==> src/rtl/board_select_ctl.sv <==
// board_select_ctl: maps the mouse onto the 3x3 board, owns occupancy/ownership,
// turn alternation and win/draw detection for the tic-tac-toe draw stages.
`default_nettype none

module board_select_ctl #(
   parameter logic [11:0] COLOR_P1   = 12'h0F0,
   parameter logic [11:0] COLOR_P2   = 12'h00F,
   parameter logic [11:0] COLOR_BUSY = 12'hF00,
   parameter int          H_EDGE1    = 344,
   parameter int          H_EDGE2    = 680,
   parameter int          V_EDGE1    = 252,
   parameter int          V_EDGE2    = 508
) (
   input  logic        pclk,
   input  logic        rst,
   input  logic [11:0] xpos,
   input  logic [11:0] ypos,
   input  logic        mouse_left,
   input  logic        start_en,
   input  logic        choice_en,
   output logic [8:0]  square,
   output logic [11:0] square_color,
   output logic [8:0]  occupied,
   output logic [8:0]  owner,
   output logic        player,
   output logic        move_done,
   output logic        game_over,
   output logic [1:0]  winner
);

   localparam logic [11:0] HE1   = 12'(H_EDGE1);
   localparam logic [11:0] HE2   = 12'(H_EDGE2);
   localparam logic [11:0] VE1   = 12'(V_EDGE1);
   localparam logic [11:0] VE2   = 12'(V_EDGE2);
   localparam logic [11:0] X_MAX = 12'd1023;
   localparam logic [11:0] Y_MAX = 12'd767;

   typedef enum logic [1:0] {
      IDLE  = 2'd0,
      PLAY  = 2'd1,
      CHECK = 2'd2,
      OVER  = 2'd3
   } state_t;

   state_t      state, state_n;
   logic        mouse_left_d;
   logic        click;
   logic        leave;
   logic [1:0]  col, row;
   logic        on_board;
   logic [3:0]  idx;
   logic [8:0]  hover_oh;
   logic        hover_busy;
   logic [8:0]  mine;
   logic        line_win;
   logic [8:0]  occupied_n, owner_n, square_n;
   logic [11:0] color_n;
   logic        player_n, move_done_n, game_over_n;
   logic [1:0]  winner_n;

   always_comb begin
      col = 2'd2;
      row = 2'd2;
      if (xpos < HE1)      col = 2'd0;
      else if (xpos < HE2) col = 2'd1;
      if (ypos < VE1)      row = 2'd0;
      else if (ypos < VE2) row = 2'd1;
      on_board   = (xpos <= X_MAX) && (ypos <= Y_MAX);
      idx        = ({2'b00, row} * 4'd3) + {2'b00, col};
      hover_oh   = on_board ? (9'd1 << idx) : 9'd0;
      hover_busy = |(hover_oh & occupied);
      click      = mouse_left & ~mouse_left_d;
      leave      = choice_en | ~start_en;
   end

   // Squares held by the side to move; any complete line is a win.
   always_comb begin
      mine     = occupied & (player ? owner : ~owner);
      line_win = (&mine[2:0]) | (&mine[5:3]) | (&mine[8:6])
               | (mine[0] & mine[3] & mine[6])
               | (mine[1] & mine[4] & mine[7])
               | (mine[2] & mine[5] & mine[8])
               | (mine[0] & mine[4] & mine[8])
               | (mine[2] & mine[4] & mine[6]);
   end

   always_comb begin
      state_n     = state;
      occupied_n  = occupied;
      owner_n     = owner;
      player_n    = player;
      game_over_n = game_over;
      winner_n    = winner;
      move_done_n = 1'b0;
      case (state)
         IDLE: begin
            occupied_n  = '0;
            owner_n     = '0;
            player_n    = 1'b0;
            game_over_n = 1'b0;
            winner_n    = 2'b00;
            if (start_en && !choice_en) state_n = PLAY;
         end
         PLAY: begin
            if (leave) begin
               state_n     = IDLE;
               occupied_n  = '0;
               owner_n     = '0;
               player_n    = 1'b0;
               game_over_n = 1'b0;
               winner_n    = 2'b00;
            end else if (click && on_board && !hover_busy) begin
               occupied_n  = occupied | hover_oh;
               owner_n     = player ? (owner | hover_oh) : (owner & ~hover_oh);
               move_done_n = 1'b1;
               state_n     = CHECK;
            end
         end
         CHECK: begin
            if (line_win) begin
               winner_n    = player ? 2'b10 : 2'b01;
               game_over_n = 1'b1;
               state_n     = OVER;
            end else if (&occupied) begin
               winner_n    = 2'b00;
               game_over_n = 1'b1;
               state_n     = OVER;
            end else begin
               player_n = ~player;
               state_n  = PLAY;
            end
         end
         OVER: begin
            if (leave) begin
               state_n     = IDLE;
               occupied_n  = '0;
               owner_n     = '0;
               player_n    = 1'b0;
               game_over_n = 1'b0;
               winner_n    = 2'b00;
            end
         end
         default: state_n = IDLE;
      endcase

      square_n = (state == PLAY) ? hover_oh : 9'd0;
      color_n  = 12'h000;
      if (square_n != 9'd0) color_n = hover_busy ? COLOR_BUSY : (player ? COLOR_P2 : COLOR_P1);
   end

   always_ff @(posedge pclk) begin
      if (rst) state <= IDLE;
      else     state <= state_n;
   end

   always_ff @(posedge pclk) begin
      if (rst) begin
         mouse_left_d <= 1'b0;
         square       <= '0;
         square_color <= '0;
         occupied     <= '0;
         owner        <= '0;
         player       <= 1'b0;
         move_done    <= 1'b0;
         game_over    <= 1'b0;
         winner       <= 2'b00;
      end else begin
         mouse_left_d <= mouse_left;
         square       <= square_n;
         square_color <= color_n;
         occupied     <= occupied_n;
         owner        <= owner_n;
         player       <= player_n;
         move_done    <= move_done_n;
         game_over    <= game_over_n;
         winner       <= winner_n;
      end
   end

endmodule

`default_nettype wire

==> config.mk <==
export PLATFORM = sky130hd
export DESIGN_NAME = board_select_ctl
export DESIGN_NICKNAME = d
export VERILOG_FILES = /design/src/rtl/board_select_ctl.sv
export SDC_FILE = /design/constraint.sdc
export NUM_CORES = 1
export LEC_CHECK = 0
export BUFFER_PORTS_ARGS = -buffer_cell sky130_fd_sc_hd__buf_4
export CAP_MARGIN = 20
export CORE_UTILIZATION = 43
export CTS_CLUSTER_SIZE = 8
export DETAILED_ROUTE_END_ITERATION = 7
export PLACE_DENSITY = 0.77
export REMOVE_ABC_BUFFERS = 1
export SYNTH_ARGS = -nofsm -noshare
export SYNTH_HDL_FRONTEND = slang
export SYNTH_SLANG_ARGS = --single-unit
==> constraint.sdc <==
create_clock -name pclk -period 7.2 [get_ports pclk]
set_input_delay 0.72 -clock pclk [delete_from_list [all_inputs] [get_ports pclk]]
set_output_delay 0.72 -clock pclk [all_outputs]
set_load 0.02 [all_outputs]
==> flow_results.xml, run 1 <==
<?xml version="1.0" encoding="UTF-8"?>
<metrics>
  <group name="logic_synthesis">
    <metric name="ys.warnings.count" unit="">0</metric>
    <metric name="synth_cell_type_count" unit="">51</metric>
    <metric name="seq_area_frac_synth" unit="%">34.02</metric>
    <metric name="synth_area_leader_cell" unit="">sky130_fd_sc_hd__dfxtp_1</metric>
    <metric name="synth_top_area_share" unit="%">34.02</metric>
    <metric name="yosys-top-cells-count" unit="">sky130_fd_sc_hd__dfxtp_1 (38), sky130_fd_sc_hd__nor2_1 (36), sky130_fd_sc_hd__nand3_1 (19)</metric>
    <metric name="ys_top_cells_by_area" unit="">sky130_fd_sc_hd__dfxtp_1 (34%), sky130_fd_sc_hd__nor2_1 (6.0%), sky130_fd_sc_hd__nand3_1 (4.3%)</metric>
    <metric name="dominantRegCellSynth" unit="">sky130_fd_sc_hd__dfxtp_1</metric>
    <metric name="syn_area" unit="um2">2236</metric>
    <metric name="synth_edf_count" unit="">0</metric>
    <metric name="post_synth.cell_area_avg" unit="um2">8.220</metric>
    <metric name="synth.ff_latch_count" unit="">38</metric>
    <metric name="async_flop_share" unit="%">0</metric>
    <metric name="most_frequently_used_cell_type_in_the_post_synthesis_netlist" unit="">sky130_fd_sc_hd__dfxtp_1</metric>
    <metric name="synthCells" unit="">272</metric>
  </group>
  <group name="timing">
    <metric name="fin_crit_sh" unit="%">73.23</metric>
    <metric name="max_clock_freq" unit="GHz">0.1897</metric>
    <metric name="max_slew_headroom" unit="%">44.14</metric>
    <metric name="finClkSkew" unit="ns">0.01194</metric>
    <metric name="sum_neg_setup_slack" unit="ns">0</metric>
    <metric name="timing.final.crit_period" unit="ns">5.272</metric>
    <metric name="unrepaired_setup_endpoints_after_global_routing" unit="">no</metric>
    <metric name="transition_time_of_the_tightest_slew_check_pin" unit="ns">0.8167</metric>
    <metric name="timing_hold_violations_final" unit="">0</metric>
    <metric name="timing.final.max_slew_violations" unit="">0</metric>
    <metric name="finalSetupViolCount" unit="">0</metric>
  </group>
  <group name="floorplanning">
    <metric name="initial_standard_cell_utilization_of_the_core" unit="%">46.12</metric>
    <metric name="placeableCoreArea" unit="um2">4848</metric>
    <metric name="chipWidth" unit="um">74.11</metric>
    <metric name="floorplan.die.height" unit="um">74.11</metric>
    <metric name="rows" unit="">25</metric>
    <metric name="die-area" unit="um2">5492</metric>
    <metric name="number_of_placed_i_o_pins" unit="">73</metric>
  </group>
  <group name="power_and_ir_drop">
    <metric name="leakagePower" unit="nW">1.121</metric>
    <metric name="vdd_drop_max" unit="V">0.00006527</metric>
    <metric name="internal-power" unit="mW">0.3069</metric>
    <metric name="power.share.clock" unit="%">37.1</metric>
    <metric name="power-per-cell-area" unit="nW/um2">145.6</metric>
    <metric name="p_seq_share" unit="%">51.8</metric>
    <metric name="power_switching_share" unit="%">24.78</metric>
    <metric name="p_sw" unit="mW">0.1011</metric>
    <metric name="combPwrFrac" unit="%">11.1</metric>
    <metric name="design_power_total" unit="mW">0.4080</metric>
  </group>
  <group name="worst_setup_path">
    <metric name="critical_path.endpoint_type" unit="">flip-flop</metric>
    <metric name="path_cells" unit="">buf_4 -&gt; nand4_1 -&gt; nor2_1 -&gt; a2111oi_0 -&gt; inv_1 -&gt; nor2_1 -&gt; inv_1 -&gt; fa_1 -&gt; and2b_2 -&gt; fa_1 -&gt; nand2_1 -&gt; mux2_4 -&gt; o221ai_4 -&gt; a211oi_4 -&gt; or2_1 -&gt; a211oi_2</metric>
    <metric name="crit_start_category" unit="">primary input</metric>
    <metric name="worst-endpoint-arrival" unit="ns">5.44</metric>
    <metric name="critical_path_cell_count" unit="">16</metric>
    <metric name="cp_slowest_stage_delay" unit="ns">0.75</metric>
    <metric name="slowest_stage" unit="">sky130_fd_sc_hd__a2111oi_0</metric>
    <metric name="worst-setup-path-type" unit="">in2reg</metric>
    <metric name="critical_path.max_fanout" unit="">19</metric>
    <metric name="cp_data_required_time" unit="ns">7.36</metric>
    <metric name="r2r_cells" unit="">6</metric>
    <metric name="path_delay_family" unit="">compound AO/OA/AOI/OAI gates</metric>
    <metric name="cp.buffers_inverters" unit="">3</metric>
  </group>
  <group name="finish">
    <metric name="area_growth" unit="%">25.35</metric>
    <metric name="antenna_cells" unit="">0</metric>
    <metric name="final_nets" unit="">359</metric>
    <metric name="final_layout_size_suffix_gt1_share" unit="%">29.66</metric>
  </group>
  <group name="cts">
    <metric name="cts-htree-levels" unit="">2</metric>
    <metric name="clkLatencyLatePin" unit="ns">0.30</metric>
    <metric name="clockBufferDepth" unit="">2</metric>
    <metric name="post_cts.resized_instances" unit="">0</metric>
    <metric name="clk_pin_slew_worst_paths" unit="ns">0.08</metric>
    <metric name="cts_setup_buffers" unit="">0</metric>
    <metric name="clkSinkCount" unit="">38</metric>
    <metric name="holdBufCountCts" unit="">0</metric>
    <metric name="cts_buf_count" unit="">5</metric>
    <metric name="tritoncts" unit="">built</metric>
    <metric name="cts-root-buf" unit="">sky130_fd_sc_hd__clkbuf_8</metric>
  </group>
  <group name="detailed_routing">
    <metric name="drcViolationCount" unit="">0</metric>
    <metric name="detail-route-antenna-nets" unit="">0</metric>
    <metric name="via_per_inst" unit="">5.485</metric>
    <metric name="drt_iter0_markers" unit="">136</metric>
    <metric name="routed_wire_length_per_instance" unit="um">13.70</metric>
    <metric name="num_vias" unit="">2161</metric>
    <metric name="postRouteWirelength" unit="mm">5.397</metric>
    <metric name="first_pass_iters" unit="">4</metric>
  </group>
  <group name="global_route">
    <metric name="antenna_found_initial" unit="">0</metric>
    <metric name="pin_count_of_the_biggest_net_entering_global_routing" unit="">20</metric>
    <metric name="globalRoute.totalOverflow" unit="">0</metric>
    <metric name="grt_pass1_wl" unit="mm">8.652</metric>
    <metric name="grt_pass1_vias" unit="">1855</metric>
    <metric name="grt_use_total" unit="%">20.58</metric>
  </group>
  <group name="min_path">
    <metric name="hold_path_class" unit="">reg2reg</metric>
    <metric name="min_delay_path_depth" unit="">2</metric>
  </group>
  <group name="placement">
    <metric name="gp_congestion" unit="">0.8915</metric>
    <metric name="dpl.hpwl" unit="mm">4.087</metric>
    <metric name="input_output_buffers" unit="">67</metric>
  </group>
  <group name="run">
    <metric name="timing.max_cap.violations" unit="">0</metric>
  </group>
  <group name="outcome">
    <metric name="outcome" unit="">complete, no violations</metric>
  </group>
</metrics>
[cell type report]
class / instances / area (um2)
Timing Repair Buffer: 70 / 525.5
Fill cell: 445 / 2046
Inverter: 11 / 41.29
Tap cell: 67 / 83.83
Multi-Input combinational cell: 200 / 1300
Clock buffer: 7 / 86.33
Clock inverter: 1 / 5.005
Sequential cell: 38 / 760.7
[per-stage QoR]
stage	hold WS, ns	area, um2	setup WS [ns]	utilization [%]	instances
finish	0.4663	2803	1.928	57.81	394
global route	0.4895	2803	1.583	57.81	394
CTS	0.4641	2803	1.874	57.81	394
detailed placement	0.4525	2711	1.562	55.92	386
global placement	0.4488	2711	1.729	55.92	386
floorplan	0.5222	2096	2.311	-	249
[routing by layer]
layer  global-route usage (%)  share of wire, %  vias to the layer above
met5                        0                 0                        -
met4                    9.188               1.4                        0
met3                    3.252               6.6                        6
met2                    34.34                49                       84
met1                    26.17                43                      997
li1                         -                 -                     1074
[power groups by stage]
stage / combinational [mW] / sequential (mW) / clock [mW]
after floorplan: 0.0256 / 0.216 / 0
after global placement: 0.0437 / 0.216 / 0
after detailed placement: 0.0451 / 0.216 / 0
after CTS: 0.0451 / 0.211 / 0.154
after global routing: 0.0493 / 0.211 / 0.161
final: 0.0452 / 0.211 / 0.151
[cells in the final DEF (no fill, tap or decap), types with 2 or more instances in the layout]
master                      n
sky130_fd_sc_hd__dfxtp_1   38
sky130_fd_sc_hd__nand3_1   19
sky130_fd_sc_hd__a32o_1     2
sky130_fd_sc_hd__inv_1     11
sky130_fd_sc_hd__a21oi_1   16
sky130_fd_sc_hd__a41oi_1    2
sky130_fd_sc_hd__mux2_4     2
sky130_fd_sc_hd__nand4_1    2
sky130_fd_sc_hd__nand2_1   17
sky130_fd_sc_hd__buf_4     70
sky130_fd_sc_hd__a211oi_1   5
sky130_fd_sc_hd__nor2_1    36
sky130_fd_sc_hd__o21ai_0   14
sky130_fd_sc_hd__o311ai_0   2
sky130_fd_sc_hd__or3_1      9
sky130_fd_sc_hd__or2_2      2
sky130_fd_sc_hd__a211oi_2   4
sky130_fd_sc_hd__a21o_1     2
sky130_fd_sc_hd__a31oi_1    6
sky130_fd_sc_hd__a221oi_2   4
sky130_fd_sc_hd__ha_1       2
sky130_fd_sc_hd__nor2b_1    4
sky130_fd_sc_hd__nor3_1    15
sky130_fd_sc_hd__nand2b_1   5
sky130_fd_sc_hd__mux2i_1    4
sky130_fd_sc_hd__clkbuf_8   6
sky130_fd_sc_hd__fa_1       2
sky130_fd_sc_hd__xor2_1     3
[flip-flops by register name, indices dropped and copies added, names as in the netlist]
register,flops
game_over,1
mouse_left_d,1
move_done,1
occupied,9
owner,9
player,1
square,9
square_color,3
state,2
winner,2
[tightest hold or removal path, stage by stage (launching register included)]
cell,delay [ns]
sky130_fd_sc_hd__dfxtp_1,0.32
sky130_fd_sc_hd__inv_1,0.05
sky130_fd_sc_hd__a21oi_1,0.05
[cell families (layout without fill, tap and decap cells)]
kind of cell / count (synthesis) / after routing / share of synthesized area (%)
and+or+nand+nor: 118 / 118 / 25.63
AOI/OAI and AO/OA: 67 / 67 / 23.90
DFF: 38 / 38 / 34.02
buffers and inverters: 34 / 89 / 8.114
muxes: 6 / 6 / 3.134
xor gates and xnor gates: 5 / 5 / 2.295
adders and majority gates: 4 / 4 / 2.910
[path summary, 6_finish.rpt]
check                           start                endpoint  slack, ns
min            game_over$_SDFFE_PP0P_  game_over$_SDFFE_PP0P_       0.47
min reg2reg    game_over$_SDFFE_PP0P_  game_over$_SDFFE_PP0P_       0.47
max                           ypos[6]   owner[6]$_SDFFE_PP0P_       1.93
max reg2reg  occupied[6]$_SDFFE_PP0P_   owner[6]$_SDFFE_PP0P_       4.82
(Power assumes the default switching activity.)
==> inputs of run 2 (changes only) <==
- PLACE_DENSITY: 0.77 -> 0.79
- clock period: 7.2 -> 4.6 ns (I/O delays scaled with it)
==> run 2 against run 1 <==
Compared with the run above:
- via count is 0.46% higher
- global-route usage rose by 0.80 points
- power is 54% higher
- routed wire length increased by 1.8%
- die area is the same
- critical path depth rose by 1
- flip-flop and latch count is the same
- combinational power is 62% higher
- non-clock buffer count increased by 6
- largest cell class unchanged
==> flow_results.xml, run 2 (synthesis results as in run 1) <==
<?xml version="1.0" encoding="UTF-8"?>
<metrics>
  <group name="outcome">
    <metric name="outcome" unit="">complete, no violations</metric>
  </group>
  <group name="worst_setup_path">
    <metric name="crit_start_category" unit="">primary input</metric>
    <metric name="critical_path.endpoint_type" unit="">flip-flop</metric>
    <metric name="worst-setup-path-type" unit="">in2reg</metric>
    <metric name="worst-endpoint-arrival" unit="ns">4.46</metric>
    <metric name="critical_path.max_fanout" unit="">8</metric>
    <metric name="slowest_stage" unit="">sky130_fd_sc_hd__fa_1</metric>
    <metric name="cp_slowest_stage_delay" unit="ns">0.60</metric>
    <metric name="cp_data_required_time" unit="ns">4.80</metric>
    <metric name="path_cells" unit="">buf_4 -&gt; nand4_1 -&gt; nor2_1 -&gt; a2111oi_0 -&gt; buf_4 -&gt; inv_1 -&gt; nor2_1 -&gt; inv_1 -&gt; fa_1 -&gt; and2b_2 -&gt; fa_1 -&gt; or2b_1 -&gt; mux2_4 -&gt; o221ai_4 -&gt; a211oi_4 -&gt; or2_1 -&gt; a221oi_2</metric>
  </group>
  <group name="detailed_routing">
    <metric name="drcViolationCount" unit="">0</metric>
    <metric name="first_pass_iters" unit="">4</metric>
    <metric name="postRouteWirelength" unit="mm">5.493</metric>
    <metric name="routed_wire_length_per_instance" unit="um">13.80</metric>
    <metric name="drt_iter0_markers" unit="">112</metric>
    <metric name="dr_wl_met2" unit="mm">2.692</metric>
    <metric name="detail-route-antenna-nets" unit="">0</metric>
    <metric name="wl_met1" unit="mm">2.406</metric>
    <metric name="via_per_inst" unit="">5.455</metric>
    <metric name="wl_met3" unit="um">323</metric>
    <metric name="route.top_layer_used" unit="">met4</metric>
    <metric name="num_vias" unit="">2171</metric>
  </group>
  <group name="finish">
    <metric name="layout.filler_cells" unit="">454</metric>
    <metric name="reg.largest.list" unit="">occupied (9), owner (9), square (9)</metric>
    <metric name="commonest_cells_after_routing_fill_and_taps_aside" unit="">sky130_fd_sc_hd__buf_4 (76), sky130_fd_sc_hd__dfxtp_1 (38), sky130_fd_sc_hd__nor2_1 (36), sky130_fd_sc_hd__nand3_1 (19), sky130_fd_sc_hd__nand2_1 (17)</metric>
    <metric name="antenna_cells" unit="">0</metric>
    <metric name="sequential_cell_area" unit="um2">760.7</metric>
    <metric name="area_growth" unit="%">26.69</metric>
    <metric name="final_layout_size_suffix_gt1_share" unit="%">30.51</metric>
    <metric name="multiInputGateArea" unit="um2">1294</metric>
    <metric name="final_nets" unit="">365</metric>
    <metric name="layout.cells.most_common" unit="">sky130_fd_sc_hd__buf_4</metric>
  </group>
  <group name="floorplanning">
    <metric name="placeableCoreArea" unit="um2">4848</metric>
    <metric name="rows" unit="">25</metric>
    <metric name="die-area" unit="um2">5492</metric>
    <metric name="number_of_placed_i_o_pins" unit="">73</metric>
    <metric name="floorplan.die.height" unit="um">74.11</metric>
    <metric name="initial_standard_cell_utilization_of_the_core" unit="%">46.12</metric>
    <metric name="chipWidth" unit="um">74.11</metric>
  </group>
  <group name="global_route">
    <metric name="grt_pass1_wl" unit="mm">8.942</metric>
    <metric name="pin_count_of_the_biggest_net_entering_global_routing" unit="">28</metric>
    <metric name="grt_pass1_vias" unit="">1925</metric>
    <metric name="globalRoute.totalOverflow" unit="">0</metric>
    <metric name="antenna_found_initial" unit="">0</metric>
    <metric name="grt_use_total" unit="%">21.38</metric>
  </group>
  <group name="timing">
    <metric name="max_slew_headroom" unit="%">61.26</metric>
    <metric name="finalSetupViolCount" unit="">0</metric>
    <metric name="timing_hold_violations_final" unit="">0</metric>
    <metric name="timing.final.max_slew_violations" unit="">0</metric>
    <metric name="sum_neg_setup_slack" unit="ns">0</metric>
    <metric name="max_clock_freq" unit="GHz">0.2345</metric>
    <metric name="transition_time_of_the_tightest_slew_check_pin" unit="ns">0.5790</metric>
    <metric name="fin_crit_sh" unit="%">92.72</metric>
    <metric name="unrepaired_setup_endpoints_after_global_routing" unit="">no</metric>
    <metric name="finClkSkew" unit="ns">0.007274</metric>
    <metric name="holdWs" unit="ns">0.3807</metric>
    <metric name="timing.final.crit_period" unit="ns">4.265</metric>
  </group>
  <group name="cts">
    <metric name="clkSinkCount" unit="">38</metric>
    <metric name="holdBufCountCts" unit="">0</metric>
    <metric name="tritoncts" unit="">built</metric>
    <metric name="clkLatencyLatePin" unit="ns">0.29</metric>
    <metric name="clockBufferDepth" unit="">2</metric>
    <metric name="post_cts.resized_instances" unit="">0</metric>
    <metric name="cts_setup_buffers" unit="">0</metric>
    <metric name="cts-htree-levels" unit="">2</metric>
    <metric name="cts_buf_count" unit="">5</metric>
    <metric name="clk_pin_slew_worst_paths" unit="ns">0.07</metric>
    <metric name="cts-root-buf" unit="">sky130_fd_sc_hd__clkbuf_8</metric>
  </group>
  <group name="min_path">
    <metric name="hold_path_class" unit="">in2reg</metric>
  </group>
  <group name="placement">
    <metric name="gp_congestion" unit="">0.8820</metric>
    <metric name="input_output_buffers" unit="">67</metric>
    <metric name="dpl.hpwl" unit="mm">4.200</metric>
  </group>
  <group name="power_and_ir_drop">
    <metric name="p_seq_share" unit="%">52.7</metric>
    <metric name="p_sw" unit="mW">0.1497</metric>
    <metric name="vdd_drop_max" unit="V">0.00008796</metric>
    <metric name="power.share.clock" unit="%">35.6</metric>
    <metric name="internal-power" unit="mW">0.4777</metric>
    <metric name="design_power_total" unit="mW">0.6274</metric>
    <metric name="power_switching_share" unit="%">23.86</metric>
    <metric name="combPwrFrac" unit="%">11.7</metric>
    <metric name="leakagePower" unit="nW">1.147</metric>
    <metric name="power-per-cell-area" unit="nW/um2">221.5</metric>
  </group>
  <group name="run">
    <metric name="timing.max_cap.violations" unit="">0</metric>
  </group>
</metrics>
run 2: cell types whose count changed in the layout (fill, tap and decap cells not counted):
cell                       before  now
sky130_fd_sc_hd__clkbuf_1       1    0
sky130_fd_sc_hd__buf_4         70   76
sky130_fd_sc_hd__clkinv_2       1    0
sky130_fd_sc_hd__nor4_1         0    1
sky130_fd_sc_hd__nor4_2         1    0
run 2: through the flow:
step                      utilization, %  cell area, um2  std cells  setup slack (ns)
after detailed placement           56.72            2750        392           0.01883
after global placement             56.72            2750        392            0.1769
after CTS                          58.43            2833        398            0.3136
after floorplan                        -            2096        249          -0.02931
after global routing               58.43            2833        398           0.08260
final                              58.43            2833        398            0.3348
run 2: cell type report:
| type | count | area share, % |
|---|---|---|
| Tap cell | 67 | 2.959 |
| Clock buffer | 6 | 2.915 |
| Multi-Input combinational cell | 200 | 45.67 |
| Inverter | 11 | 1.458 |
| Timing Repair Buffer | 76 | 20.14 |
| Sequential cell | 38 | 26.86 |
run 2: power by group through the flow:
stage | sequential, mW | combinational (mW) | clock (mW)
floorplan | 0.339 | 0.0400 | 0
finish | 0.331 | 0.0733 | 0.223
CTS | 0.331 | 0.0734 | 0.227
global route | 0.331 | 0.0801 | 0.242
global placement | 0.338 | 0.0712 | 0
detailed placement | 0.338 | 0.0732 | 0
run 2: per-layer routing:
metal	global-route usage, %	up-vias
met1	27.92	1004
met3	4.336	6
met5	0	-
li1	-	1090
met2	35.35	71
met4	6.838	0
run 2: path summary, 6_finish.rpt:
path | start | slack (ns) | depth (start not counted) | end
setup / recovery | ypos[6] | 0.33 | 17 | owner[5]$_SDFFE_PP0P_
setup reg to reg | occupied[2]$_SDFFE_PP0P_ | 2.39 | 6 | owner[5]$_SDFFE_PP0P_
hold reg to reg | game_over$_SDFFE_PP0P_ | 0.45 | 2 | game_over$_SDFFE_PP0P_
hold / removal | rst | 0.38 | 2 | mouse_left_d$_SDFF_PP0_
run 2: worst max-delay path, delay by kind of cell:
| family | cells | cell delay, ns |
|---|---|---|
| buf+inv | 4 | 0.45 |
| mux | 1 | 0.28 |
| compound gates | 4 | 1.07 |
| simple gates | 6 | 1.22 |
| fa+ha+maj | 2 | 0.98 |
